==> config.mk <==
export PLATFORM = sky130hd
export DESIGN_NAME = layer0_input_quantizer
export DESIGN_NICKNAME = d
export VERILOG_FILES = /design/src/rtl/layer0_input_quantizer_pkg.sv /design/src/rtl/layer0_input_quantizer_feature_code_map.sv /design/src/rtl/layer0_input_quantizer.sv
export SDC_FILE = /design/constraint.sdc
export NUM_CORES = 1
export LEC_CHECK = 0
export ABC_CLOCK_PERIOD_IN_PS = 4200
export BUFFER_PORTS_ARGS = -buffer_cell sky130_fd_sc_hd__buf_4
export CAP_MARGIN = 40
export CORE_UTILIZATION = 60
export DETAILED_ROUTE_END_ITERATION = 8
export HOLD_SLACK_MARGIN = 0.05
export PLACE_DENSITY = 0.77
export SYNTH_ARGS = -nofsm -noshare
export SYNTH_HDL_FRONTEND = slang
export SYNTH_SLANG_ARGS = --single-unit
==> constraint.sdc <==
create_clock -name clk -period 4.2 [get_ports clk]
set_input_delay 0 -clock clk [delete_from_list [all_inputs] [get_ports clk]]
set_output_delay 0 -clock clk [all_outputs]
set_load 0.02 [all_outputs]
==> src/rtl/layer0_input_quantizer_pkg.sv <==
// Shared constants, state encoding and code-mapping limits for the layer-0
// input quantizer.
package layer0_input_quantizer_pkg;

  localparam int SAMPLE_W  = 16;  // signed width of each I and Q sample
  localparam int NUM_BINS  = 8;   // time bins per trace
  localparam int BIN_LEN   = 16;  // samples per bin (power of two, >= 2)
  localparam int FEAT_BITS = 2;   // code width per feature
  localparam int SHIFT     = 9;   // arithmetic shift applied to the bin mean

  localparam int LOG2_BIN  = $clog2(BIN_LEN);
  localparam int ACC_W     = SAMPLE_W + $clog2(BIN_LEN);
  localparam int OUT_W     = 2 * NUM_BINS * FEAT_BITS;
  localparam int BIN_CNT_W = (NUM_BINS > 1) ? $clog2(NUM_BINS) : 1;

  // Code mapping: offset recentres the signed mean, max is the clamp ceiling.
  localparam int CODE_OFFSET = 2 ** (FEAT_BITS - 1);
  localparam int CODE_MAX    = (2 ** FEAT_BITS) - 1;

  typedef enum logic [1:0] {
    ACCUM      = 2'd0,
    HOLD       = 2'd1,
    HOLD_DRAIN = 2'd2,
    DRAIN      = 2'd3
  } state_e;

endpackage

==> src/rtl/layer0_input_quantizer_feature_code_map.sv <==
// Maps one bin accumulator total to a small unsigned feature code:
// mean, arithmetic shift, offset, then clamp into [0, CODE_MAX].
module layer0_input_quantizer_feature_code_map
  import layer0_input_quantizer_pkg::*;
(
  input  logic signed [ACC_W-1:0]     acc_total,
  output logic        [FEAT_BITS-1:0] code
);

  localparam logic signed [ACC_W-1:0] OFF_S = ACC_W'(CODE_OFFSET);
  localparam logic signed [ACC_W-1:0] MAX_S = ACC_W'(CODE_MAX);

  logic signed [ACC_W-1:0] mean;
  logic signed [ACC_W-1:0] scaled;
  logic signed [ACC_W-1:0] v;

  assign mean   = acc_total >>> LOG2_BIN;
  assign scaled = mean >>> SHIFT;
  assign v      = scaled + OFF_S;

  // Clamp the offset value into the code range.
  always_comb begin
    code = '0;
    if (v < 0) begin
      code = '0;
    end else if (v > MAX_S) begin
      code = FEAT_BITS'(CODE_MAX);
    end else begin
      code = v[FEAT_BITS-1:0];
    end
  end

endmodule

==> src/rtl/layer0_input_quantizer.sv <==
// Boxcar-averages a streamed I/Q trace over fixed bins, quantizes each bin
// mean to a feature code and presents the packed vector to the layer-0
// neurons through a held valid/ready output register.
//
// Handshakes: an input sample transfers on a cycle where s_valid && s_ready;
// the feature vector transfers on a cycle where m_valid && m_ready. While
// m_valid=1 && m_ready=0, m_valid and m_data hold steady.
module layer0_input_quantizer
  import layer0_input_quantizer_pkg::*;
(
  input  logic                       clk,
  input  logic                       rst,
  input  logic                       s_valid,
  output logic                       s_ready,
  input  logic signed [SAMPLE_W-1:0] s_i,
  input  logic signed [SAMPLE_W-1:0] s_q,
  input  logic                       s_last,
  output logic                       m_valid,
  input  logic                       m_ready,
  output logic        [OUT_W-1:0]    m_data,
  output logic                       err_short,
  output logic        [1:0]          dbg_state
);

  state_e state, state_next;

  logic signed [ACC_W-1:0]     acc_i, acc_q;
  logic signed [ACC_W-1:0]     ext_i, ext_q;
  logic signed [ACC_W-1:0]     sum_i, sum_q;
  logic        [LOG2_BIN-1:0]  samp_cnt;
  logic        [BIN_CNT_W-1:0] bin_cnt;
  logic        [OUT_W-1:0]     stage, stage_next;
  logic        [FEAT_BITS-1:0] code_i, code_q;

  logic xfer;
  logic accum_xfer;
  logic bin_close;
  logic final_xfer;
  logic early_last;

  assign dbg_state = state;

  assign xfer       = s_valid && s_ready;
  assign accum_xfer = xfer && (state == ACCUM);
  assign bin_close  = accum_xfer && (samp_cnt == LOG2_BIN'(BIN_LEN - 1));
  assign final_xfer = bin_close && (bin_cnt == BIN_CNT_W'(NUM_BINS - 1));
  assign early_last = accum_xfer && s_last && !final_xfer;

  // Running totals include the sample transferring this cycle so a bin can
  // close on its last sample without an extra cycle.
  assign ext_i = {{(ACC_W - SAMPLE_W){s_i[SAMPLE_W-1]}}, s_i};
  assign ext_q = {{(ACC_W - SAMPLE_W){s_q[SAMPLE_W-1]}}, s_q};
  assign sum_i = acc_i + ext_i;
  assign sum_q = acc_q + ext_q;

  layer0_input_quantizer_feature_code_map u_map_i (
    .acc_total (sum_i),
    .code      (code_i)
  );

  layer0_input_quantizer_feature_code_map u_map_q (
    .acc_total (sum_q),
    .code      (code_q)
  );

  // Drop the new I/Q codes into the staging vector slot of the current bin.
  always_comb begin
    stage_next = stage;
    for (int b = 0; b < NUM_BINS; b++) begin
      if (bin_cnt == BIN_CNT_W'(b)) begin
        stage_next[FEAT_BITS*(2*b)   +: FEAT_BITS] = code_i;
        stage_next[FEAT_BITS*(2*b+1) +: FEAT_BITS] = code_q;
      end
    end
  end

  // State register.
  always_ff @(posedge clk) begin
    if (rst) begin
      state <= ACCUM;
    end else begin
      state <= state_next;
    end
  end

  // Next-state and handshake outputs decoded from the current state.
  always_comb begin
    state_next = state;
    s_ready    = 1'b1;
    m_valid    = 1'b0;
    case (state)
      ACCUM: begin
        if (final_xfer) begin
          state_next = s_last ? HOLD : HOLD_DRAIN;
        end
      end
      HOLD: begin
        s_ready = 1'b0;
        m_valid = 1'b1;
        if (m_ready) begin
          state_next = ACCUM;
        end
      end
      HOLD_DRAIN: begin
        m_valid = 1'b1;
        // Output accepted and trace ended together: nothing left to drain.
        if (m_ready) begin
          state_next = (s_valid && s_last) ? ACCUM : DRAIN;
        end else if (s_valid && s_last) begin
          state_next = HOLD;
        end
      end
      DRAIN: begin
        if (s_valid && s_last) begin
          state_next = ACCUM;
        end
      end
      default: state_next = ACCUM;
    endcase
  end

  // Accumulators, counters, staging/output registers and the short-trace flag.
  always_ff @(posedge clk) begin
    if (rst) begin
      acc_i     <= '0;
      acc_q     <= '0;
      samp_cnt  <= '0;
      bin_cnt   <= '0;
      stage     <= '0;
      m_data    <= '0;
      err_short <= 1'b0;
    end else begin
      err_short <= early_last;
      if (early_last) begin
        acc_i    <= '0;
        acc_q    <= '0;
        samp_cnt <= '0;
        bin_cnt  <= '0;
      end else if (bin_close) begin
        acc_i    <= '0;
        acc_q    <= '0;
        samp_cnt <= '0;
        stage    <= stage_next;
        if (final_xfer) begin
          bin_cnt <= '0;
          m_data  <= stage_next;
        end else begin
          bin_cnt <= bin_cnt + 1'b1;
        end
      end else if (accum_xfer) begin
        acc_i    <= sum_i;
        acc_q    <= sum_q;
        samp_cnt <= samp_cnt + 1'b1;
      end
    end
  end

endmodule

==> After elaboration in Yosys (flattened, before gate mapping) <==
Cells that the tools add are included.
W data, S select, Z words.
{ "classes": {"n_eq_ne": 15, "multipliers": 0, "div": 0, "n_shift": 0, "reduce_logical": 16, "bitwise": 1, "order_cmp": 4, "muxes": 23, "add_sub_neg": 6} }
{ "ops": {"columns": ["cell", "count"], "rows": [
  ["$add A20 B16 Y20", 2],
  ["$mux W4", 8],
  ["$mux W2", 11],
  ["$add A7 B3 Y8 const B", 2],
  ["$gt A8 B3 Y1 const B", 2],
  ["$lt A8 B1 Y1 const B", 2],
  ["$eq A3 B3 Y1 const B", 4],
  ["$pmux W2 S4", 1],
  ["$logic_and A1 B1 Y1", 7],
  ["$eq A3 B2 Y1 const B", 2],
  ["$ne A2 B2 Y1 const B", 3],
  ["$add A4 B1 Y4 const B", 1],
  ["$eq A2 B2 Y1 const B", 2],
  ["$eq A4 B4 Y1 const B", 1],
  ["$reduce_and A4 Y1", 1],
  ["$reduce_or A2 Y1", 2],
  ["$add A3 B1 Y3 const B", 1],
  ["$eq A3 B1 Y1 const B", 1],
  ["$logic_not A3 Y1", 1],
  ["$mux W3", 1],
  ["$ne A3 B3 Y1 const B", 1],
  ["$reduce_and A3 Y1", 1],
  ["$reduce_or A3 Y1", 1],
  ["$eq A2 B1 Y1 const B", 1],
  ["5 further kinds", 6]
]} }
{ "totals": {"reg_bits": 114, "mem_count": 0, "mem_bits_rw": 0, "input_bits": 37, "rom_bits": 0, "latch_bits": 0} }

==> Depth between registers and ports, before layout <==
Gate-level depths: netlist of the first run.
{ "logic_depth": {"ltp_word": 10, "mapped_depth": 16, "mapped_depth_nobuf": 15} }

==> Modules after synthesis <==
From an unflattened synthesis of the first run, not the netlist that was laid out.
{ "hier_totals": {"cells_unflattened": 803, "hier_area_um2": 6555.0} }
{ "modules_own_cells": {"columns": ["mod", "n_inst", "cells_each", "seq_area_each_um2", "area_per_inst_um2"], "rows": [
  ["layer0_input_quantizer", 1, 767, 2202.1, 6314.8],
  ["layer0_input_quantizer_feature_code_map", 2, 18, 0.0, 120.1]
]} }

==> Worst setup path after synthesis of the first run <==
Ideal clock, no wire load.
{ "synth_timing": {"path_type": "flip-flop to flip-flop", "start": "register acc_q[0]", "end": "register m_data[14]", "path_buffers": 1, "stages_incl_launch_ff": 16, "arrival_ns": 3.279, "slack_ns": 0.788, "setup_ns": 0.134, "path_cell_list": "dfxtp_1 ha_1 fa_1 a21o_1 a221oi_4 o21bai_2 a21oi_4 xor2_4 inv_2 ha_1 and2_1 a31oi_1 clkbuf_1 nand3_1 o31ai_1 nor4_1"} }
{ "synth_via": {"elab_chain_cells": 6, "elab_cells_between_ends": 7, "cone_classes": "2 x add/sub; 2 x order compare; 3 x mux"} }
{ "synth_lines": {"columns": ["item", "line_no", "rtl"], "rows": [
  ["start, declared", "layer0_input_quantizer.sv:27", "logic signed [ACC_W-1:0] acc_i, acc_q;"],
  ["start signal, assigned", "layer0_input_quantizer.sv:152", "acc_q <= sum_q;"],
  ["$add A20 B16 Y20 (*)", "layer0_input_quantizer.sv:54", "assign sum_q = acc_q + ext_q;"],
  ["named net sum_q[14]", "layer0_input_quantizer.sv:29", "logic signed [ACC_W-1:0] sum_i, sum_q;"],
  ["$add A7 B3 Y8 (*)", "layer0_input_quantizer_feature_code_map.sv:19", "assign v = scaled + OFF_S;"],
  ["$gt A8 B3 Y1", "layer0_input_quantizer_feature_code_map.sv:26", "end else if (v > MAX_S) begin"],
  ["$mux W2", "layer0_input_quantizer_feature_code_map.sv:26", null],
  ["$mux W2 (*)", "layer0_input_quantizer_feature_code_map.sv:24", "if (v < 0) begin"],
  ["$mux W4 (*)", "layer0_input_quantizer.sv:70", "if (bin_cnt == BIN_CNT_W'(b)) begin"],
  ["end signal, assigned", "layer0_input_quantizer.sv:146", "m_data <= stage_next;"],
  ["end, declared", "layer0_input_quantizer.sv:20", "output logic [OUT_W-1:0] m_data,"]
]} }
Mark *: on every way through the listed nets, which the timed path passes. The rest lies on a longest branch.
A chain may end at the register's enable or synchronous reset.

==> Final worst setup path of the first run <==
{ "layout_timing": {"start": "input s_q[0]", "end": "register stage[3]"} }
{ "layout_via": {"elab_chain_cells": 6, "elab_cells_between_ends": 7, "cone_classes": "2 x add/sub; 2 x order compare; 3 x mux"} }
{ "layout_lines": {"columns": ["item", "line_no", "rtl"], "rows": [
  ["start, declared", "layer0_input_quantizer.sv:16", "input logic signed [SAMPLE_W-1:0] s_q,"],
  ["$add A20 B16 Y20 (*)", "layer0_input_quantizer.sv:54", null],
  ["named net sum_q[14]", "layer0_input_quantizer.sv:29", null],
  ["$add A7 B3 Y8 (*)", "layer0_input_quantizer_feature_code_map.sv:19", null],
  ["$gt A8 B3 Y1", "layer0_input_quantizer_feature_code_map.sv:26", null],
  ["$mux W2", "layer0_input_quantizer_feature_code_map.sv:26", null],
  ["$mux W2 (*)", "layer0_input_quantizer_feature_code_map.sv:24", null],
  ["$mux W4 (*)", "layer0_input_quantizer.sv:70", null],
  ["end signal, assigned", "layer0_input_quantizer.sv:143", "stage <= stage_next;"],
  ["end, declared", "layer0_input_quantizer.sv:32", "logic [OUT_W-1:0] stage, stage_next;"]
]} }
Marked as above.

==> results of run 1 <==
## area by class of cell
class,count,area share
clock buffers,9,0.0280
clock inverters,7,0.0129
inverters,29,0.0135
multi-input cells,727,0.568
flip-flops and latches,110,0.274
well taps,143,0.0222
repair buffers,86,0.0814
## report_power, final
| group | leakage [nW] | internal, W | switching [W] |
|---|---|---|---|
| clock | 0.161 | 0.000531 | 0.000429 |
| combinational | 2.25 | 0.000273 | 0.000457 |
| sequential | 0.892 | 0.00107 | 0.0000188 |
| total | 3.30 | 0.00188 | 0.000905 |
## logic make-up (layout without fill, tap and decap cells)
| group | count (synthesis) | after routing | synth area share |
|---|---|---|---|
| compound gates | 266 | 266 | 0.243 |
| xor+xnor | 30 | 30 | 0.0397 |
| fa+ha+maj | 53 | 53 | 0.0955 |
| buf+inv | 77 | 131 | 0.0449 |
| flops | 110 | 110 | 0.310 |
| mux | 3 | 3 | 0.00441 |
| simple gates | 375 | 375 | 0.262 |
## path summary, 6_finish.rpt
path	from	endpoint	slack, ps	depth (start not counted)
worst max-delay path	s_q[0]	stage[3]	250	16
worst min-delay path	s_valid	dbg_state[1]	100	4
worst max register to register	acc_q[0]	stage[3]	260	14
worst min register to register	acc_i[6]	acc_i[6]	450	2
## layout by cell type (no fill, tap or decap), drive strengths merged, types with 3 or more instances in the layout
| master | instances |
|---|---|
| nand2 | 120 |
| dfxtp | 110 |
| a21oi | 102 |
| nor2 | 95 |
| buf | 82 |
| ha | 51 |
| o21ai | 46 |
| inv | 31 |
| a211oi | 26 |
| nor3 | 24 |
| or3 | 21 |
| nand3b | 19 |
| nor4 | 19 |
| o31ai | 17 |
| a21o | 17 |
| xnor2 | 16 |
| nand3 | 15 |
| xor2 | 14 |
| o21a | 13 |
| and2 | 13 |
| nand4 | 11 |
| nor2b | 9 |
| clkbuf | 9 |
| nor4b | 8 |
| nand2b | 7 |
| a31oi | 7 |
| o21bai | 7 |
| o211ai | 6 |
| and3 | 4 |
| dlygate4sd3 | 4 |
| or2 | 3 |
| a311o | 3 |
| a211o | 3 |
| clkinv | 3 |
## routing by layer
layer / GRT usage / up-vias / part of all wire
li1: - / 3394 / -
met2: 0.488 / 208 / 0.47
met3: 0.0601 / 26 / 0.062
met1: 0.375 / 3135 / 0.45
met4: 0.0871 / 0 / 0.014
met5: 0 / - / 0
## Yosys cell counts, types with 13 or more instances
library cell and number:
xor2_1 13, nand2_1 120, ha_1 51, nor3_1 21, o31ai_1 17, nor4_1 19
a21oi_1 97, nor2_1 95, a21o_1 17, nand3b_1 19, dfxtp_1 110, nand3_1 15
clkbuf_1 38, or3_1 21, xnor2_1 16, a211oi_1 24, o21a_1 13, o21ai_0 46
inv_1 28
## flip-flops by register name, summed over array words and instances (netlist names)
name and count:
err_short 1, bin_cnt 3, dbg_state 2, acc_i 20, samp_cnt 4, stage 28
m_data 32, acc_q 20
## worst reg2reg max path, stage by stage, from the launching register on
cell and delay [ps]:
dfxtp_1 320, ha_1 200, fa_1 400, a21o_1 230, a221oi_4 350, o21bai_2 130, a21oi_4 230, xor2_4 400
inv_2 90, ha_1 230, and2_1 200, nand3_1 140, nand4b_4 290, nor3_4 420, o21ai_0 180
## metrics by stage
step	setup WS [ps]	instance area [um^2]	instances	total power, W
finish	247	8050	1111	0.00278
floorplan	788	7100	914	0.00167
CTS	319	8050	1111	0.00278
global route	74.7	8050	1111	0.00291
global placement	515	7680	1091	0.00180
detailed placement	348	7680	1091	0.00183
==> run_results.csv, run 1 <==
group,metric,value,unit
sta,fin_skew,9.06,ps
finish,fin_nets,1053,
route,drtIter0Drc,512,
setup_path,critical_path_arrival,4180,ps
finish,layout.area.seq,2200,um^2
floorplan,io_pins,74,
clock_network,htree_levels,3,
placement,dp_hpwl,12.3,mm
finish,multi_input_area,4580,um^2
logic_synthesis,netlist_area,7100,um^2
logic_synthesis,yosysTopAreaCell,"dfxtp_1",
finish,syn_to_final_growth,13.4,%
setup_path,crit_slowest_cell,"dlygate4sd3_1",
logic_synthesis,yosysWarnings,0,
logic_synthesis,synthTopCellsByArea,"dfxtp_1 (31%), ha_1 (9.0%), a21oi_1 (6.8%)",
floorplan,rows,39,
setup_path,path_common_cell,"ha_1",
worst_hold_path,hold_path.class,"input port to register",
route,wire_per_inst,15.9,um
sta,fmax,0.253,GHz
setup_path,critical_path_buf_inv_count,3,
sta,post-route-min-period,3950,ps
sta,finalSetupViolations,0,
logic_synthesis,synth.top_cell.area_share,0.310,
setup_path,cp.required,4430,ps
floorplan,die_h,111,um
route,vias,6763,
clock_network,cts_resized,0,
route,drt_first_pass_iters,5,
clock_network,clk_latency,360,ps
global_route,gr-total-overflow,0,
clock_network,clock_sinks,110,
logic_synthesis,avgSynthCellArea,7.77,um^2
finish,drive_above_1_share,0.125,
floorplan,start_util,0.619,
sta,hold_viol,0,
sta,maxSlewHeadroom,0.429,
clock_network,cts_tree,"done",
setup_path,cp-start-kind,"input port",
power_and_ir_drop,peakVddDrop,0.000294,V
global_route,grt_pass1_wl,29.5,mm
route,postRouteAntennaNets,0,
logic_synthesis,synth_edf_count,0,
clock_network,cts_buffers,9,
sta,finalSetupTns,0,ps
placement,routabilityCongestion,0.892,
power_and_ir_drop,p_per_area,346,nW/um^2
setup_path,crit_type,"input port to register",
sta,worstMarginPinSlew,851,ps
clock_network,post-cts-setup-buffers,0,
run,cap_violations,0,
global_route,antenna_found_initial,0,
setup_path,critPathMaxFanout,16,
global_route,grt_max_degree,73,
finish,nFillCells,946,
global_route,grt_use_total,0.291,
setup_path,slowest_delay,540,ps
setup_path,path_cells,"dlygate4sd3_1 > buf_4 > ha_1 > fa_1 > a21o_1 > a221oi_4 > o21bai_2 > a21oi_4 > xor2_4 > inv_2 > ha_1 > and2_1 > nand3_1 > nand4b_4 > nor3_4 > o21ai_0",
logic_synthesis,synth_fp_nets,1004,
sta,timing.hold.ws,102,ps
global_route,first_global_vias,6455,
floorplan,fp.coreArea,11500,um^2
finish,n_antenna_cell,0,
power_and_ir_drop,leakage,3.30,nW
placement,port_buffers,73,
logic_synthesis,synthArstFlopShare,0,
logic_synthesis,ys.flop_type,"dfxtp_1",
clock_network,clk_path_buf_depth,2,
route,drc,0,
setup_path,end_kind,"register",
finish,final_core_utilization,0.702,
logic_synthesis,yosysSeqAreaShare,0.310,
floorplan,dieArea,12300,um^2
clock_network,cts_root_buffer,"clkbuf_16",
status,status,"completed",
floorplan,fp.dieW,111,um
route,routed_wl,17.7,mm
sta,slew_violations,0,
setup_path,critPathTopFamily,"compound AO/OA/AOI/OAI gates",
logic_synthesis,synth_cell_types,70,
logic_synthesis,synthCells,914,
logic_synthesis,ys_ff_latch,110,
sta,rsz0062_at_grt,"false",
route,drt-vias-per-instance,6.09,
clock_network,hold_buffers,4,
clock_network,cts.clk_slew.worst_paths,80,ps
sta,finalCritPeriodShare,0.941,
Note: power is estimated with default switching activity, not from simulation.
==> run 2, diff against run 1 <==
--- a/config.mk
+++ b/config.mk
@@ -5,6 +5,7 @@
 export SDC_FILE = /design/constraint.sdc
 export NUM_CORES = 1
 export LEC_CHECK = 0
+export ABC_AREA = 1
 export ABC_CLOCK_PERIOD_IN_PS = 4200
 export BUFFER_PORTS_ARGS = -buffer_cell sky130_fd_sc_hd__buf_4
 export CAP_MARGIN = 40
==> run 2 against run 1 <==
Against the previous run:
- design area up 7.2%
- synthesized area is 7.7% higher
- register-to-register slack better by 680 ps
- global-route usage fell by 2.5 points
- clock power fell by 5.8%
- sequential power grew 16%
- synthesized cell count increased by 26%
- critical path type is now register to register
==> run_results.csv, run 2 <==
group,metric,value,unit
finish,n_antenna_cell,0,
sta,maxSlewHeadroom,0.512,
status,status,"completed",
sta,finalCritPeriodShare,0.777,
finish,regMostFlops,"m_data",
floorplan,io_pins,74,
setup_path,worstReg2RegEnd,"m_data[9]",
setup_path,r2r_start,"acc_i[0]",
clock_network,clk_latency,350,ps
logic_synthesis,netlist_area,7640,um^2
setup_path,cp-start-kind,"register",
clock_network,cts_resized,0,
route,drtIter0Drc,428,
placement,routabilityCongestion,0.890,
placement,dp_hpwl,12.1,mm
logic_synthesis,synth_cell_types,41,
setup_path,critPathMaxFanout,16,
sta,finalSetupViolations,0,
logic_synthesis,synthArstFlopShare,0,
route,drt_first_pass_iters,5,
clock_network,clk_path_buf_depth,2,
finish,syn_to_final_growth,13.0,%
route,vias,7116,
finish,layout.area.seq,2200,um^2
logic_synthesis,synth.top_cells.by_count,"nand2_1 (322), inv_1 (181), nand3_1 (117)",
global_route,grt_max_degree,66,
sta,worstMarginPinSlew,732,ps
route,wl_met3,728,um
power_and_ir_drop,leakage,4.57,nW
sta,finalSetupTns,0,ps
sta,timing.hold.ws,88.1,ps
global_route,grt_pass1_wl,28.6,mm
placement,port_buffers,73,
finish,drive_above_1_share,0.131,
setup_path,path_common_cell,"nand2_1",
power_and_ir_drop,p_per_area,494,nW/um^2
finish,largest_reg_flops,32,
setup_path,cp.required,4500,ps
clock_network,clock_sinks,110,
setup_path,path_cells,"ha_1 > inv_1 > fa_1 > inv_1 > nand2_1 > nand2_1 > nand3_1 > nand2_1 > nand2_1 > nand2_1 > nand2_1 > nand2_2 > ha_1 > inv_1 > nor2_2 > nand2_1 > o21ai_2 > nand3_1 > nand3_1 > nand2_1 > inv_1",
finish,multi_input_area,4570,um^2
logic_synthesis,yosysMostFrequentCell,"nand2_1",
clock_network,cts_root_buffer,"clkbuf_16",
global_route,grt_use_total,0.266,
clock_network,htree_levels,3,
finish,final_common_cell,"nand2_1",
global_route,first_global_vias,6400,
route,routed_wl,16.5,mm
global_route,antenna_found_initial,0,
sta,fmax,0.307,GHz
floorplan,die_h,115,um
sta,fin_skew,6.43,ps
route,top_layer_used,"met4",
sta,hold_viol,0,
run,cap_violations,0,
setup_path,critPathTopFamily,"simple AND/OR/NAND/NOR gates",
setup_path,critical_path_buf_inv_count,4,
clock_network,cts_tree,"done",
logic_synthesis,synth.top_cell.area_share,0.288,
route,postRouteAntennaNets,0,
route,m1WireLength,8.23,mm
logic_synthesis,synthCells,1152,
logic_synthesis,ys_ff_latch,110,
global_route,gr-total-overflow,0,
sta,post-route-min-period,3260,ps
logic_synthesis,yosysWarnings,0,
floorplan,dieArea,13200,um^2
logic_synthesis,synth_edf_count,0,
route,wire_per_inst,12.0,um
logic_synthesis,yosysSeqAreaShare,0.288,
floorplan,fp.coreArea,12200,um^2
worst_hold_path,hold_path.class,"input port to register",
setup_path,crit_type,"register to register",
power_and_ir_drop,peakVddDrop,0.000271,V
finish,final_cell_mix,"nand2_1 (322), inv_1 (181), nand3_1 (117)",
setup_path,reg2regPathDepth,21,
logic_synthesis,yosysTopAreaCell,"dfxtp_1",
setup_path,end_kind,"register",
logic_synthesis,ys.flop_type,"dfxtp_1",
clock_network,cts_buffers,9,
worst_hold_path,hold_path_startpoint,"m_ready",
worst_hold_path,hold_depth,4,
route,drc,0,
clock_network,cts.clk_slew.worst_paths,70,ps
logic_synthesis,synth_fp_nets,1242,
setup_path,slowest_delay,580,ps
setup_path,r2r_slack,940,ps
finish,fin_nets,1301,
floorplan,rows,40,
sta,slew_violations,0,
sta,rsz0062_at_grt,"false",
floorplan,start_util,0.626,
clock_network,post-cts-setup-buffers,0,
finish,top_regs,"m_data: 32 flops, stage: 28 flops",
route,drt-vias-per-instance,5.14,
setup_path,critical_path_arrival,3570,ps
worst_hold_path,worstHoldEndpoint,"dbg_state[0]",
logic_synthesis,avgSynthCellArea,6.63,um^2
floorplan,fp.dieW,115,um
finish,nFillCells,1126,
logic_synthesis,synthTopCellsByArea,"dfxtp_1 (29%), nand2_1 (16%), inv_1 (8.9%)",
setup_path,crit_slowest_cell,"o21ai_2",
route,wl_met2,7.41,mm
run 2: layout make-up:
cell class / count / area share
clock buffer: 11 / 0.0293
clock inverter: 5 / 0.00710
inverter: 189 / 0.0822
multi-input combinational: 819 / 0.529
sequential: 110 / 0.255
tap: 168 / 0.0244
timing repair buffer: 82 / 0.0725
run 2: power by group:
part	total [W]	internal, W	switching [W]
logic	0.00210	0.000714	0.00139
clock network	0.000904	0.000501	0.000403
registers	0.00126	0.00118	0.0000830
run 2: worst min-delay path, stage by stage:
cell      delay, ps
buf_4            90
nand2_1          60
o221ai_1        170
a21oi_1          80
run 2: kinds of logic after synthesis:
kind of cell	synth area share
DFF	0.288
adders and majority gates	0.0888
and+or+nand+nor	0.349
buffers and inverters	0.114
xor gates and xnor gates	0.0275
AOI/OAI and AO/OA	0.133
run 2: worst max path at each step:
stage | start | to | slack [ps] | depth (start not counted)
floorplan | acc_q[0] | stage[2] | 1440 | 21
global placement | acc_q[0] | m_data[14] | 1010 | 21
detailed placement | dbg_state[0] | acc_q[12] | 910 | 13
CTS | dbg_state[0] | acc_q[5] | 900 | 11
global route | dbg_state[0] | acc_q[12] | 510 | 13
finish | acc_i[0] | m_data[9] | 940 | 21
run 2: routing by layer:
| metal | vias to the layer above | track usage |
|---|---|---|
| met3 | 13 | 0.0501 |
| met4 | 0 | 0.0606 |
| met1 | 3163 | 0.359 |
| met5 | - | 0 |
| met2 | 146 | 0.440 |
| li1 | 3794 | - |
run 2: timing repair:
item                                    4_1_cts  5_1_grt
endpoints found under the hold margin        11        0
endpoints found under the setup margin        0        0
hold buffers                                  4        0
run 2: per-stage QoR:
| step | util | worst slack (ps) | cell area (um^2) | total power (W) | cells |
|---|---|---|---|---|---|
| 2_1_floorplan | - | 1440 | 7640 | 0.00294 | 1152 |
| 3_3_place_gp | 0.678 | 1010 | 8280 | 0.00332 | 1364 |
| 3_5_place_dp | 0.678 | 912 | 8280 | 0.00336 | 1364 |
| 4_1_cts | 0.707 | 901 | 8630 | 0.00428 | 1384 |
| 5_1_grt | 0.707 | 510 | 8630 | 0.00464 | 1384 |
| 6_report | 0.707 | 938 | 8630 | 0.00426 | 1384 |
==> run 3, diff against run 2 <==
--- a/config.mk
+++ b/config.mk
@@ -6,13 +6,13 @@
 export NUM_CORES = 1
 export LEC_CHECK = 0
 export ABC_AREA = 1
-export ABC_CLOCK_PERIOD_IN_PS = 4200
+export ABC_CLOCK_PERIOD_IN_PS = 2800
 export BUFFER_PORTS_ARGS = -buffer_cell sky130_fd_sc_hd__buf_4
 export CAP_MARGIN = 40
-export CORE_UTILIZATION = 60
+export CORE_UTILIZATION = 55
 export DETAILED_ROUTE_END_ITERATION = 8
 export HOLD_SLACK_MARGIN = 0.05
-export PLACE_DENSITY = 0.77
+export PLACE_DENSITY = 0.74
 export SYNTH_ARGS = -nofsm -noshare
 export SYNTH_HDL_FRONTEND = slang
 export SYNTH_SLANG_ARGS = --single-unit
==> constraint.sdc (replaced) <==
create_clock -name clk -period 2.8 [get_ports clk]
set_input_delay 0 -clock clk [delete_from_list [all_inputs] [get_ports clk]]
set_output_delay 0 -clock clk [all_outputs]
set_load 0.02 [all_outputs]
==> run 3 against run 2 <==
Against the previous run:
- the flow now finishes with violations (negative setup slack)
- die area up 8.9%
- design area up 15%
- sequential power up 52%
- clock power up 59%
- largest cell class unchanged
- largest power group unchanged
==> run_results.csv, run 3 (same netlist as run 2, synthesis figures left out) <==
group,metric,value,unit
placement,dpl_cell_area,8810,um^2
global_route,grt_use_total,0.260,
power_and_ir_drop,peakVddDrop,0.000438,V
sta,finalSetupViolations,30,
setup_path,path_cells,"ha_4 > inv_2 > fa_2 > inv_2 > nand2_2 > nand2_2 > buf_4 > nand3_1 > nand2_1 > nand2_1 > nand3_2 > nand2_2 > nand2_1 > nand2_2 > nor2_2 > nand3_2 > nor2_4 > nand3_4 > nand3_2 > nand3_2 > nand2_1 > inv_1",
finish,top_regs,"m_data: 32 flops, stage: 28 flops",
clock_network,clk_latency,360,ps
floorplan,fp.coreArea,13400,um^2
clock_network,cts_tree,"done",
route,postRouteAntennaNets,0,
finish,final_cell_mix,"nand2_1 (292), inv_1 (176), buf_4 (152)",
global_route,gr-total-overflow,0,
finish,n_antenna_cell,0,
clock_network,cts.clk_slew.worst_paths,70,ps
finish,nFillCells,1078,
finish,fin_area,9900,um^2
placement,port_buffers,73,
placement,placed_cells,1438,
clock_network,htree_levels,3,
status,status,"finished, violations left",
floorplan,io_pins,74,
sta,timing.hold.ws,69.0,ps
sta,finalCritPeriodShare,1.03,
setup_path,cp.required,3060,ps
route,routed_wl,19.0,mm
sta,fmax,0.348,GHz
power_and_ir_drop,seqPwrFrac,0.253,
setup_path,critPathMaxFanout,8,
power_and_ir_drop,p_int,0.00433,W
global_route,grt_pass1_wl,30.6,mm
power_and_ir_drop,switching_power,0.00324,W
route,drtIter0Drc,507,
floorplan,dieArea,14400,um^2
sta,worstMarginPinSlew,666,ps
worst_hold_path,hold_path.class,"input port to register",
run,cap_violations,0,
sta,post-route-min-period,2870,ps
placement,routabilityCongestion,0.905,
route,vias,7587,
clock_network,cts_buffers,9,
finish,multi_input_area,5190,um^2
power_and_ir_drop,combPwrFrac,0.556,
floorplan,fp.dieW,120,um
setup_path,slowest_delay,400,ps
setup_path,cp-start-kind,"register",
floorplan,die_h,120,um
sta,fin_skew,10.3,ps
finish,final_common_cell,"nand2_1",
status,violations,"negative setup slack",
route,drt_first_pass_iters,5,
setup_path,critical_path_arrival,3130,ps
floorplan,start_util,0.570,
floorplan,rows,42,
finish,regMostFlops,"m_data",
power_and_ir_drop,leakage,5.00,nW
setup_path,crit_slowest_cell,"fa_2",
finish,drive_above_1_share,0.265,
power_and_ir_drop,power_switching_share,0.428,
global_route,grt_max_degree,65,
sta,maxSlewHeadroom,0.556,
sta,rsz0062_at_grt,"true",
setup_path,crit_type,"register to register",
sta,postLayoutSetupSlackWorst,-73.3,ps
sta,slew_violations,0,
route,wire_per_inst,12.9,um
clock_network,clock_sinks,110,
finish,largest_reg_flops,32,
sta,hold_viol,0,
finish,stdcell_count,1469,
global_route,first_global_vias,6846,
route,drt-vias-per-instance,5.16,
finish,fin_nets,1378,
finish,syn_to_final_growth,29.5,%
clock_network,cts_root_buffer,"clkbuf_16",
power_and_ir_drop,p_per_area,765,nW/um^2
setup_path,end_kind,"register",
clock_network,clk_path_buf_depth,2,
finish,layout.area.seq,2210,um^2
global_route,antenna_found_initial,0,
route,drc,0,
finish,final_core_utilization,0.739,
placement,dp_hpwl,12.7,mm
power_and_ir_drop,clockPowerShare,0.190,
[run 3: cell count changes in the layout (fill, tap and decap cells not counted), moves of 7 or more]
cell,before,now
buf_4,78,152
nand3_1,117,81
nand2_1,322,292
nand2_2,13,42
nand3_2,21,44
ha_1,51,33
ha_4,0,17
nand3_4,3,16
a21oi_1,55,48
a21oi_2,0,7
[run 3: power groups by stage]
stage / Clock (W) / Sequential, W / Combinational, W
floorplan: 0 / 0.00190 / 0.00251
global placement: 0 / 0.00191 / 0.00356
detailed placement: 0 / 0.00192 / 0.00362
CTS: 0.00146 / 0.00190 / 0.00388
global route: 0.00152 / 0.00194 / 0.00467
finish: 0.00144 / 0.00192 / 0.00421
[run 3: layer usage]
layer	vias to the layer above	global-route usage	wire, um
li1	3948	-	-
met1	3455	0.338	8750
met2	152	0.447	9170
met3	32	0.0456	721
met4	0	0.0617	342
met5	-	0	0
[run 3: path summary, 6_finish.rpt]
path | startpoint | to | slack, ps | cells past startpoint
max | acc_i[0] | m_data[5] | -70 | 22
min | s_q[0] | acc_q[0] | 70 | 4
min reg2reg | acc_i[5] | acc_i[5] | 470 | 2
max reg2reg | acc_i[0] | m_data[5] | -70 | 22
[run 3: cell type report]
class	count	share of cell area
well taps	176	0.0223
clock inverters	6	0.00936
flip-flops and latches	110	0.223
inverters	189	0.0722
repair buffers	159	0.125
clock buffers	10	0.0241
multi-input cells	819	0.524
[run 3: worst max-delay path, delay by kind of cell, from the launching register on]
| kind | cells | cell delay, ps |
|---|---|---|
| buffers and inverters | 4 | 250 |
| and+or+nand+nor | 16 | 1660 |
| adders and majority gates | 2 | 540 |
| DFF | 1 | 350 |
[run 3: per-stage QoR]
step	total power (W)	worst slack, ps	setup TNS [ps]
floorplan	0.00441	35.9	0
finish	0.00757	-73.3	-880
global route	0.00813	-256	-10520
detailed placement	0.00554	-173	-7640
global placement	0.00548	-130	-4470
CTS	0.00724	-1.15	-1.15
[run 3: what timing repair did]
action / CTS / global route
endpoints found under the hold margin: 9 / 0
endpoints found under the setup margin: 58 / 60
pin swaps: 27 / 56
hold buffers: 3 / 0
gates resized for setup: 46 / 84
setup buffers: 9 / 3
